<file path="src/rtl/sirius_pkg.sv">
// -----------------------------------------------------------------------------
// sirius_pkg
//   Types and constants shared by the fetch/decode front end.
//   fetch_entry_t : one queued instruction, {addr, inst}
//   RESET_PC      : boot vector, also the base of the address sequences
//                   written to the instruction queue
//   INST_BYTES    : PC step between adjacent fetch slots
//   slot_count()  : 0/1/2 from a (slot 1 valid, slot 2 valid) pair, where
//                   slot 2 only counts when slot 1 is also valid
// -----------------------------------------------------------------------------
package sirius_pkg;

    typedef struct packed {
        logic [31:0] addr;
        logic [31:0] inst;
    } fetch_entry_t;

    localparam logic [31:0] RESET_PC   = 32'hbfc0_0000;
    localparam logic [31:0] INST_BYTES = 32'd4;

    // Slot 2 is only meaningful together with slot 1; a lone slot-2 strobe
    // counts as nothing.
    function automatic logic [1:0] slot_count(input logic v1, input logic v2);
        return v1 ? (v2 ? 2'd2 : 2'd1) : 2'd0;
    endfunction

endpackage

</file>
<file path="src/rtl/inst_fifo_mem.sv">
// -----------------------------------------------------------------------------
// inst_fifo_mem
//   DEPTH x fetch_entry_t storage for the instruction queue.
//   Two write ports at adjacent indices (waddr, waddr+1) and two asynchronous
//   read ports at adjacent indices (raddr, raddr+1). Index arithmetic wraps
//   modulo DEPTH. Storage is not reset.
//   Ports:
//     clk              write clock, rising edge
//     we_1 / we_2      write enables for slot 1 (waddr) and slot 2 (waddr+1)
//     waddr            base write index
//     wdata_1/wdata_2  entries written to waddr / waddr+1
//     raddr            base read index
//     rdata_1/rdata_2  entries at raddr / raddr+1 (combinational)
// -----------------------------------------------------------------------------
module inst_fifo_mem
    import sirius_pkg::*;
#(
    parameter int DEPTH = 16,
    localparam int AW   = $clog2(DEPTH)
) (
    input  logic         clk,
    input  logic         we_1,
    input  logic         we_2,
    input  logic [AW-1:0] waddr,
    input  fetch_entry_t wdata_1,
    input  fetch_entry_t wdata_2,
    input  logic [AW-1:0] raddr,
    output fetch_entry_t rdata_1,
    output fetch_entry_t rdata_2
);

    fetch_entry_t  mem [DEPTH];
    logic [AW-1:0] waddr_2;
    logic [AW-1:0] raddr_2;

    // DEPTH is a power of two, so AW-bit addition wraps exactly at DEPTH.
    assign waddr_2 = waddr + AW'(1);
    assign raddr_2 = raddr + AW'(1);

    // The two write indices are always distinct, so both writes can land in
    // the same cycle without a priority question.
    always_ff @(posedge clk) begin
        if (we_1) mem[waddr]   <= wdata_1;
        if (we_2) mem[waddr_2] <= wdata_2;
    end

    assign rdata_1 = mem[raddr];
    assign rdata_2 = mem[raddr_2];

endmodule

</file>
<file path="src/rtl/inst_fifo.sv">
// -----------------------------------------------------------------------------
// inst_fifo
//   Dual-write / dual-read instruction queue between fetch and decode/issue.
//   Accepts 0-2 fetched instructions per cycle, presents the two oldest
//   entries fall-through to the dual-issue decoder, raises fifo_full early
//   enough to absorb fetches already in flight, and empties on flush.
//   Ports:
//     clk, rst                  clock; asynchronous active-low reset
//     flush                     discard all entries (redirect)
//     inst_ok_1/inst_ok_2       fetch slot valids (slot 2 only with slot 1)
//     inst_addr_1               PC of slot 1; slot 2 PC is inst_addr_1 + 4
//     inst_data_1/inst_data_2   fetched instruction words
//     fifo_full                 fetch hold to the PC stage
//     out_valid/addr/inst_1,2   head and head+1 entries (zero when invalid)
//     deq_1/deq_2               decoder consumes head / also head+1
//     count                     occupied entries
//     overflow                  sticky: a write was dropped for lack of space
// -----------------------------------------------------------------------------
module inst_fifo
    import sirius_pkg::*;
#(
    parameter int DEPTH      = 16,
    parameter int FULL_SLACK = 4
) (
    input  logic                     clk,
    input  logic                     rst,
    input  logic                     flush,
    input  logic                     inst_ok_1,
    input  logic                     inst_ok_2,
    input  logic [31:0]              inst_addr_1,
    input  logic [31:0]              inst_data_1,
    input  logic [31:0]              inst_data_2,
    output logic                     fifo_full,
    output logic                     out_valid_1,
    output logic [31:0]              out_addr_1,
    output logic [31:0]              out_inst_1,
    output logic                     out_valid_2,
    output logic [31:0]              out_addr_2,
    output logic [31:0]              out_inst_2,
    input  logic                     deq_1,
    input  logic                     deq_2,
    output logic [$clog2(DEPTH):0]   count,
    output logic                     overflow
);

    localparam int AW = $clog2(DEPTH);
    localparam int CW = AW + 1;
    // One extra bit so DEPTH - count + n_rd can be formed without wrapping.
    localparam int FW = CW + 1;

    logic [AW-1:0] wr_ptr;
    logic [AW-1:0] rd_ptr;
    logic [CW-1:0] cnt;
    logic          ovf_q;

    logic [1:0]    n_wr;
    logic [1:0]    n_rd_req;
    logic [1:0]    n_rd;
    logic [1:0]    n_acc;
    logic [FW-1:0] free;
    logic          drop;
    logic          we_1;
    logic          we_2;

    fetch_entry_t  wdata_1;
    fetch_entry_t  wdata_2;
    fetch_entry_t  rdata_1;
    fetch_entry_t  rdata_2;

    // ------------------------------------------------------------------
    // Write / read accounting
    // ------------------------------------------------------------------
    always_comb begin
        n_wr     = slot_count(inst_ok_1, inst_ok_2);
        n_rd_req = slot_count(deq_1, deq_2);

        // Dequeue beyond what is held is clipped; only cnt of 0 or 1 can
        // be smaller than a request, so the low two bits are exact there.
        n_rd = n_rd_req;
        if (CW'(n_rd_req) > cnt) n_rd = cnt[1:0];

        // Entries leaving this cycle free their slots for this cycle's writes.
        free = FW'(DEPTH) - FW'(cnt) + FW'(n_rd);

        // Slot 1 takes priority; anything that does not fit is dropped.
        n_acc = n_wr;
        drop  = 1'b0;
        if (FW'(n_wr) > free) begin
            n_acc = free[1:0];
            drop  = 1'b1;
        end

        we_1 = !flush && (n_acc != 2'd0);
        we_2 = !flush && (n_acc == 2'd2);
    end

    assign wdata_1 = '{addr: inst_addr_1,              inst: inst_data_1};
    assign wdata_2 = '{addr: inst_addr_1 + INST_BYTES, inst: inst_data_2};

    // ------------------------------------------------------------------
    // Pointers, occupancy, sticky overflow
    // ------------------------------------------------------------------
    always_ff @(posedge clk or negedge rst) begin
        if (!rst) begin
            wr_ptr <= '0;
            rd_ptr <= '0;
            cnt    <= '0;
            ovf_q  <= 1'b0;
        end else if (flush) begin
            // Redirect wins over same-cycle traffic; overflow history is kept.
            wr_ptr <= '0;
            rd_ptr <= '0;
            cnt    <= '0;
        end else begin
            wr_ptr <= wr_ptr + AW'(n_acc);
            rd_ptr <= rd_ptr + AW'(n_rd);
            cnt    <= cnt + CW'(n_acc) - CW'(n_rd);
            if (drop) ovf_q <= 1'b1;
        end
    end

    // ------------------------------------------------------------------
    // Storage
    // ------------------------------------------------------------------
    inst_fifo_mem #(
        .DEPTH (DEPTH)
    ) u_mem (
        .clk     (clk),
        .we_1    (we_1),
        .we_2    (we_2),
        .waddr   (wr_ptr),
        .wdata_1 (wdata_1),
        .wdata_2 (wdata_2),
        .raddr   (rd_ptr),
        .rdata_1 (rdata_1),
        .rdata_2 (rdata_2)
    );

    // ------------------------------------------------------------------
    // Outputs: fall-through from registered state only, so a write becomes
    // visible the cycle after it is accepted.
    // ------------------------------------------------------------------
    assign count       = cnt;
    assign overflow    = ovf_q;
    assign fifo_full   = cnt > CW'(DEPTH - FULL_SLACK);

    assign out_valid_1 = cnt != '0;
    assign out_valid_2 = cnt >= CW'(2);

    // Invalid slots read as zero so stale storage never reaches decode.
    assign out_addr_1  = out_valid_1 ? rdata_1.addr : 32'd0;
    assign out_inst_1  = out_valid_1 ? rdata_1.inst : 32'd0;
    assign out_addr_2  = out_valid_2 ? rdata_2.addr : 32'd0;
    assign out_inst_2  = out_valid_2 ? rdata_2.inst : 32'd0;

endmodule

</file>
<file path="config.mk">
export PLATFORM = sky130hd
export DESIGN_NAME = inst_fifo
export DESIGN_NICKNAME = d
export VERILOG_FILES = /design/src/rtl/sirius_pkg.sv /design/src/rtl/inst_fifo_mem.sv /design/src/rtl/inst_fifo.sv
export SDC_FILE = /design/constraint.sdc
export NUM_CORES = 2
export LEC_CHECK = 0
export BUFFER_PORTS_ARGS = -buffer_cell sky130_fd_sc_hd__buf_2
export CORE_AREA = 2 2 346 348
export DETAILED_ROUTE_END_ITERATION = 8
export DIE_AREA = 0 0 348 350
export PLACE_DENSITY = 0.8
export SLEW_MARGIN = 10
export SYNTH_ARGS = -nofsm -noshare
export SYNTH_HDL_FRONTEND = slang
export SYNTH_SLANG_ARGS = --single-unit
</file>
<file path="constraint.sdc">
create_clock -name clk -period 9.8 [get_ports clk]
set_input_delay 0.98 -clock clk [delete_from_list [all_inputs] [get_ports clk]]
set_output_delay 0.98 -clock clk [all_outputs]
set_load 0.005 [all_outputs]
</file>
==> results by stage <==
Yosys:
- The synthesized cell area is 64700 µm².
- Synthesis produced 4305 cells.
- During synthesis, Yosys emitted a total of 0 warnings.
- The synthesized area per cell is 15.0 µm².
- In this run, distinct cell masters in the synthesized netlist total 66.
- Of the synthesized area, sequential elements account for 0.481.
- Summed over all instances, the cell type with the most area after synthesis is edfxtp_1.
- When the netlist entered floorplanning its net count stood at 4436.
- The flip-flop and latch count after synthesis is 1038.
- Counting flops with an async set or reset pin after synthesis yields a share of 0.0135.
- The fraction of synthesized cell area taken by the top area cell type is 0.476.
- Counting flops with a built-in enable in the synthesized netlist gives 1024.
- The most used flip-flop cell after synthesis is edfxtp_1.
- Sorting the synthesized cells by area gives the leading types as edfxtp_1, mux4_2, mux2_1, xnor2_1, mux2i_1.

Setup path:
- In this run the critical register-to-register path is launched from count[2]$_DFF_PN0_.
- The cell family contributing the most delay on the critical path is buffers and inverters.
- The cell repeated most along the worst path is buf_4.
- The kind of end point of the critical path is a primary output.
- The critical path goes through buf_4 -> buf_4 -> buf_4 -> mux4_2 -> nor2b_1 -> a211oi_1 -> a211oi_1 -> buf_2.
- The cell with the biggest individual delay on the critical path is dfrtp_4.
- In this run the worst path has a maximum fanout of 66.
- For the worst flop-to-flop path, the logic depth is 18.
- The endpoint identified for the worst register-to-register timing path is u_mem.mem[7][21]$_DFFE_PP_.
- The worst register-to-register path has a setup slack of 3340 ps.
- The required time of the worst setup path is 8820 ps.
- The worst path buffer plus inverter count is 4.
- In this design, the stage delay of the slowest critical-path cell is 1020 ps.
- The critical path in this run is classified as register to primary output.
- The worst setup path is launched from a register.
- The data arrival time of the worst path is 5720 ps.

Hold path:
- The class of the tightest hold or removal check is primary input to asynchronous set/reset pin.

Layout:
- The layout overhead on the synthesized area is 8.10%.
- In the final layout, the share of cells above drive strength 1 is 0.273.
- The final net count is 4411.
- In the layout the commonest cells are edfxtp_1, mux4_2, mux2_1, xnor2_1, buf_2.
- Once layout is done, the placed cells without fillers occupy 69900 µm².
- The count of cells in the finished layout, fillers not included, comes to 5908.
- Leaving out fill and tap cells, the most frequent cell in the layout is edfxtp_1.

Clock tree:
- The clock sink total is 1038.
- The later pin in the worst-skew pair is clocked with a latency of 730 ps.
- Post-CTS repair changed the size of 0 cells.
- The maximum level of the CTS H-tree is 3.
- The root buffer cell chosen for the clock tree is clkbuf_16.
- After clock tree synthesis, the clock-pin slew on the worst setup and hold paths is 60 ps.
- Counting along the longest clock path gives a buffer depth of 3.
- The number of setup buffers added after CTS is 0.
- The number of buffers created by CTS is 108.
- The hold buffer count at cts is 0.
- TritonCTS built the clock tree.

Power:
- The leakage power is 22.7 nW.
- The areal power density over the cells is 235 nW/µm².
- VDD sags by at most 0.272 mV.

Drt:
- Once detail routing completed, the nets flagged for antenna violations numbered 0.
- The first routing iteration left 6261 violations.
- The post-detailed-routing wire length is 196 mm.
- The post-detailed-route DRC marker count is 0.
- The routed wire length on met3 is 24.1 mm.
- The top layer reached by signal wires is met5.
- Summed over all nets, wire length on met2 after detailed routing comes to 91.5 mm.
- For this run, the detailed router's first-pass iteration total came to 6.
- After detailed routing, the wire length on met1 is 69.2 mm.
- Summing over every cut layer, the via total after detailed routing is 42700.
- Dividing the detail-routed wire length by the instance count gives 33.1 µm.
- After detailed routing, the number of vias per cell comes to 7.23.

Place:
- Once placement completed, the tool counted placed cells totaling 5706.
- During placement, the flow inserted port buffers numbering 239.
- Summing all placed instances gives a cell area of 66600 µm².
- Detailed placement ended at an HPWL of 113 mm.
- The global placement routability congestion is 0.894.

Global route:
- Across every metal layer, demand over resource in global routing totals 0.319.
- The initial antenna violation count is 18.
- The largest net degree at the start of global routing is 67.
- The first-pass GRT wire length is 286 mm.
- The number of global-route vias before repair is 42900.
- After global routing the overflow that remains totals 0.

Floorplanning:
- The die is 348 µm wide.
- For this configuration, the core starts out at a cell density of 0.549.
- The I/O pin count is 240.
- The die is 350 µm tall.
- Row generation in the floorplan step produced 126 rows.
- The area inside the core boundary is 118000 µm².
- The area of the die is 122000 µm².

STA:
- Of the available clock period, the critical path in the final layout requires 0.683.
- The minimum clock period after layout is 6700 ps.
- The count of final hold-check violations was 0.
- The final count of pins violating max slew is 0.
- Setup violations remaining at the end of the flow were counted as 0.
- On the final layout, the worst clock skew is 47.6 ps.
- For the pin with the worst max-slew slack, the measured transition is 1280 ps.
- The achievable clock frequency is 149 MHz.
- Setup repair after global routing left no endpoint under its margin.
- The headroom to the max-slew limit is 0.125.

Outcome:
- The run finished with clean final reports.

Flow run:
- The count of maximum capacitance violations is 0.
-- layer usage --
layer | GRT usage | vias up
met3 | 0.0777 | 675
met5 | 0 | -
met1 | 0.415 | 21800
met2 | 0.506 | 3241
li1 | - | 17000
met4 | 0.152 | 16
-- report_power, final --
| part | internal [W] | switching [W] |
|---|---|---|
| clock network | 0.00215 | 0.00179 |
| logic | 0.00340 | 0.00373 |
| registers | 0.00514 | 0.000222 |
| total | 0.0107 | 0.00574 |
-- kinds of logic (layout without fill, tap and decap cells) --
family | after synthesis | count (layout) | synth area share
AND/OR/NAND/NOR | 470 | 470 | 0.0410
AO/OA/AOI/OAI | 549 | 549 | 0.0580
XOR/XNOR | 443 | 443 | 0.0602
buffers and inverters | 526 | 587 | 0.0377
other | 0 | 6 | 0
flip-flops | 1038 | 1038 | 0.481
multiplexers | 1251 | 1251 | 0.316
adder cells (fa/ha/maj) | 28 | 28 | 0.00600
-- area by class of cell --
cell class / count / area [µm²]
Antenna cell: 6 / 15.0
Sequential cell: 1038 / 31100
Tap cell: 1536 / 1920
Inverter: 27 / 101
Clock inverter: 57 / 442
Fill cell: 8752 / 47900
Clock buffer: 139 / 2840
Timing Repair Buffer: 364 / 2150
Multi-Input combinational cell: 2741 / 31300
-- per-stage QoR --
stage                     hold slack, ps  worst slack [ps]  power, W  utilization  setup TNS, ps
after global routing                 183              2740    0.0170        0.594              0
after floorplan                      451             -1460    0.0104            -        -373510
after CTS                            166              3040    0.0164        0.593              0
after detailed placement             586              2800    0.0125        0.566              0
final                                179              3100    0.0164        0.594              0
after global placement               590              2900    0.0124        0.566              0
-- worst max-delay path by stage --
stage                         from  depth (start not counted)  slack (ps)                          to
6_report       rd_ptr[0]$_DFF_PN0_                          8        3100              out_inst_2[17]
5_1_grt        rd_ptr[0]$_DFF_PN0_                          8        2740              out_inst_2[17]
4_1_cts        rd_ptr[0]$_DFF_PN0_                          8        3040              out_inst_2[17]
3_5_place_dp                 deq_2                         18        2800  u_mem.mem[7][27]$_DFFE_PP_
3_3_place_gp                 deq_2                         18        2900  u_mem.mem[7][22]$_DFFE_PP_
2_1_floorplan                deq_2                         16       -1460  u_mem.mem[13][0]$_DFFE_PP_
-- registers in the layout, summed over array words and instances, names as in the netlist --
signal     cells
count          5
overflow       1
rd_ptr         4
u_mem.mem   1024
wr_ptr         4
-- synthesized netlist by cell type (31+ instances only) --
cell	n
mux4_2	576
nor2b_1	142
buf_2	143
xor2_1	120
edfxtp_1	1024
clkbuf_1	255
o21bai_1	89
mux2i_1	113
buf_1	36
nand3_1	52
o2111ai_1	31
mux2_1	560
buf_4	54
nand2_1	96
xnor2_1	321
nor2_1	55
a211oi_1	132
o21ai_1	185
No activity file was read; power rests on OpenSTA's default activity.
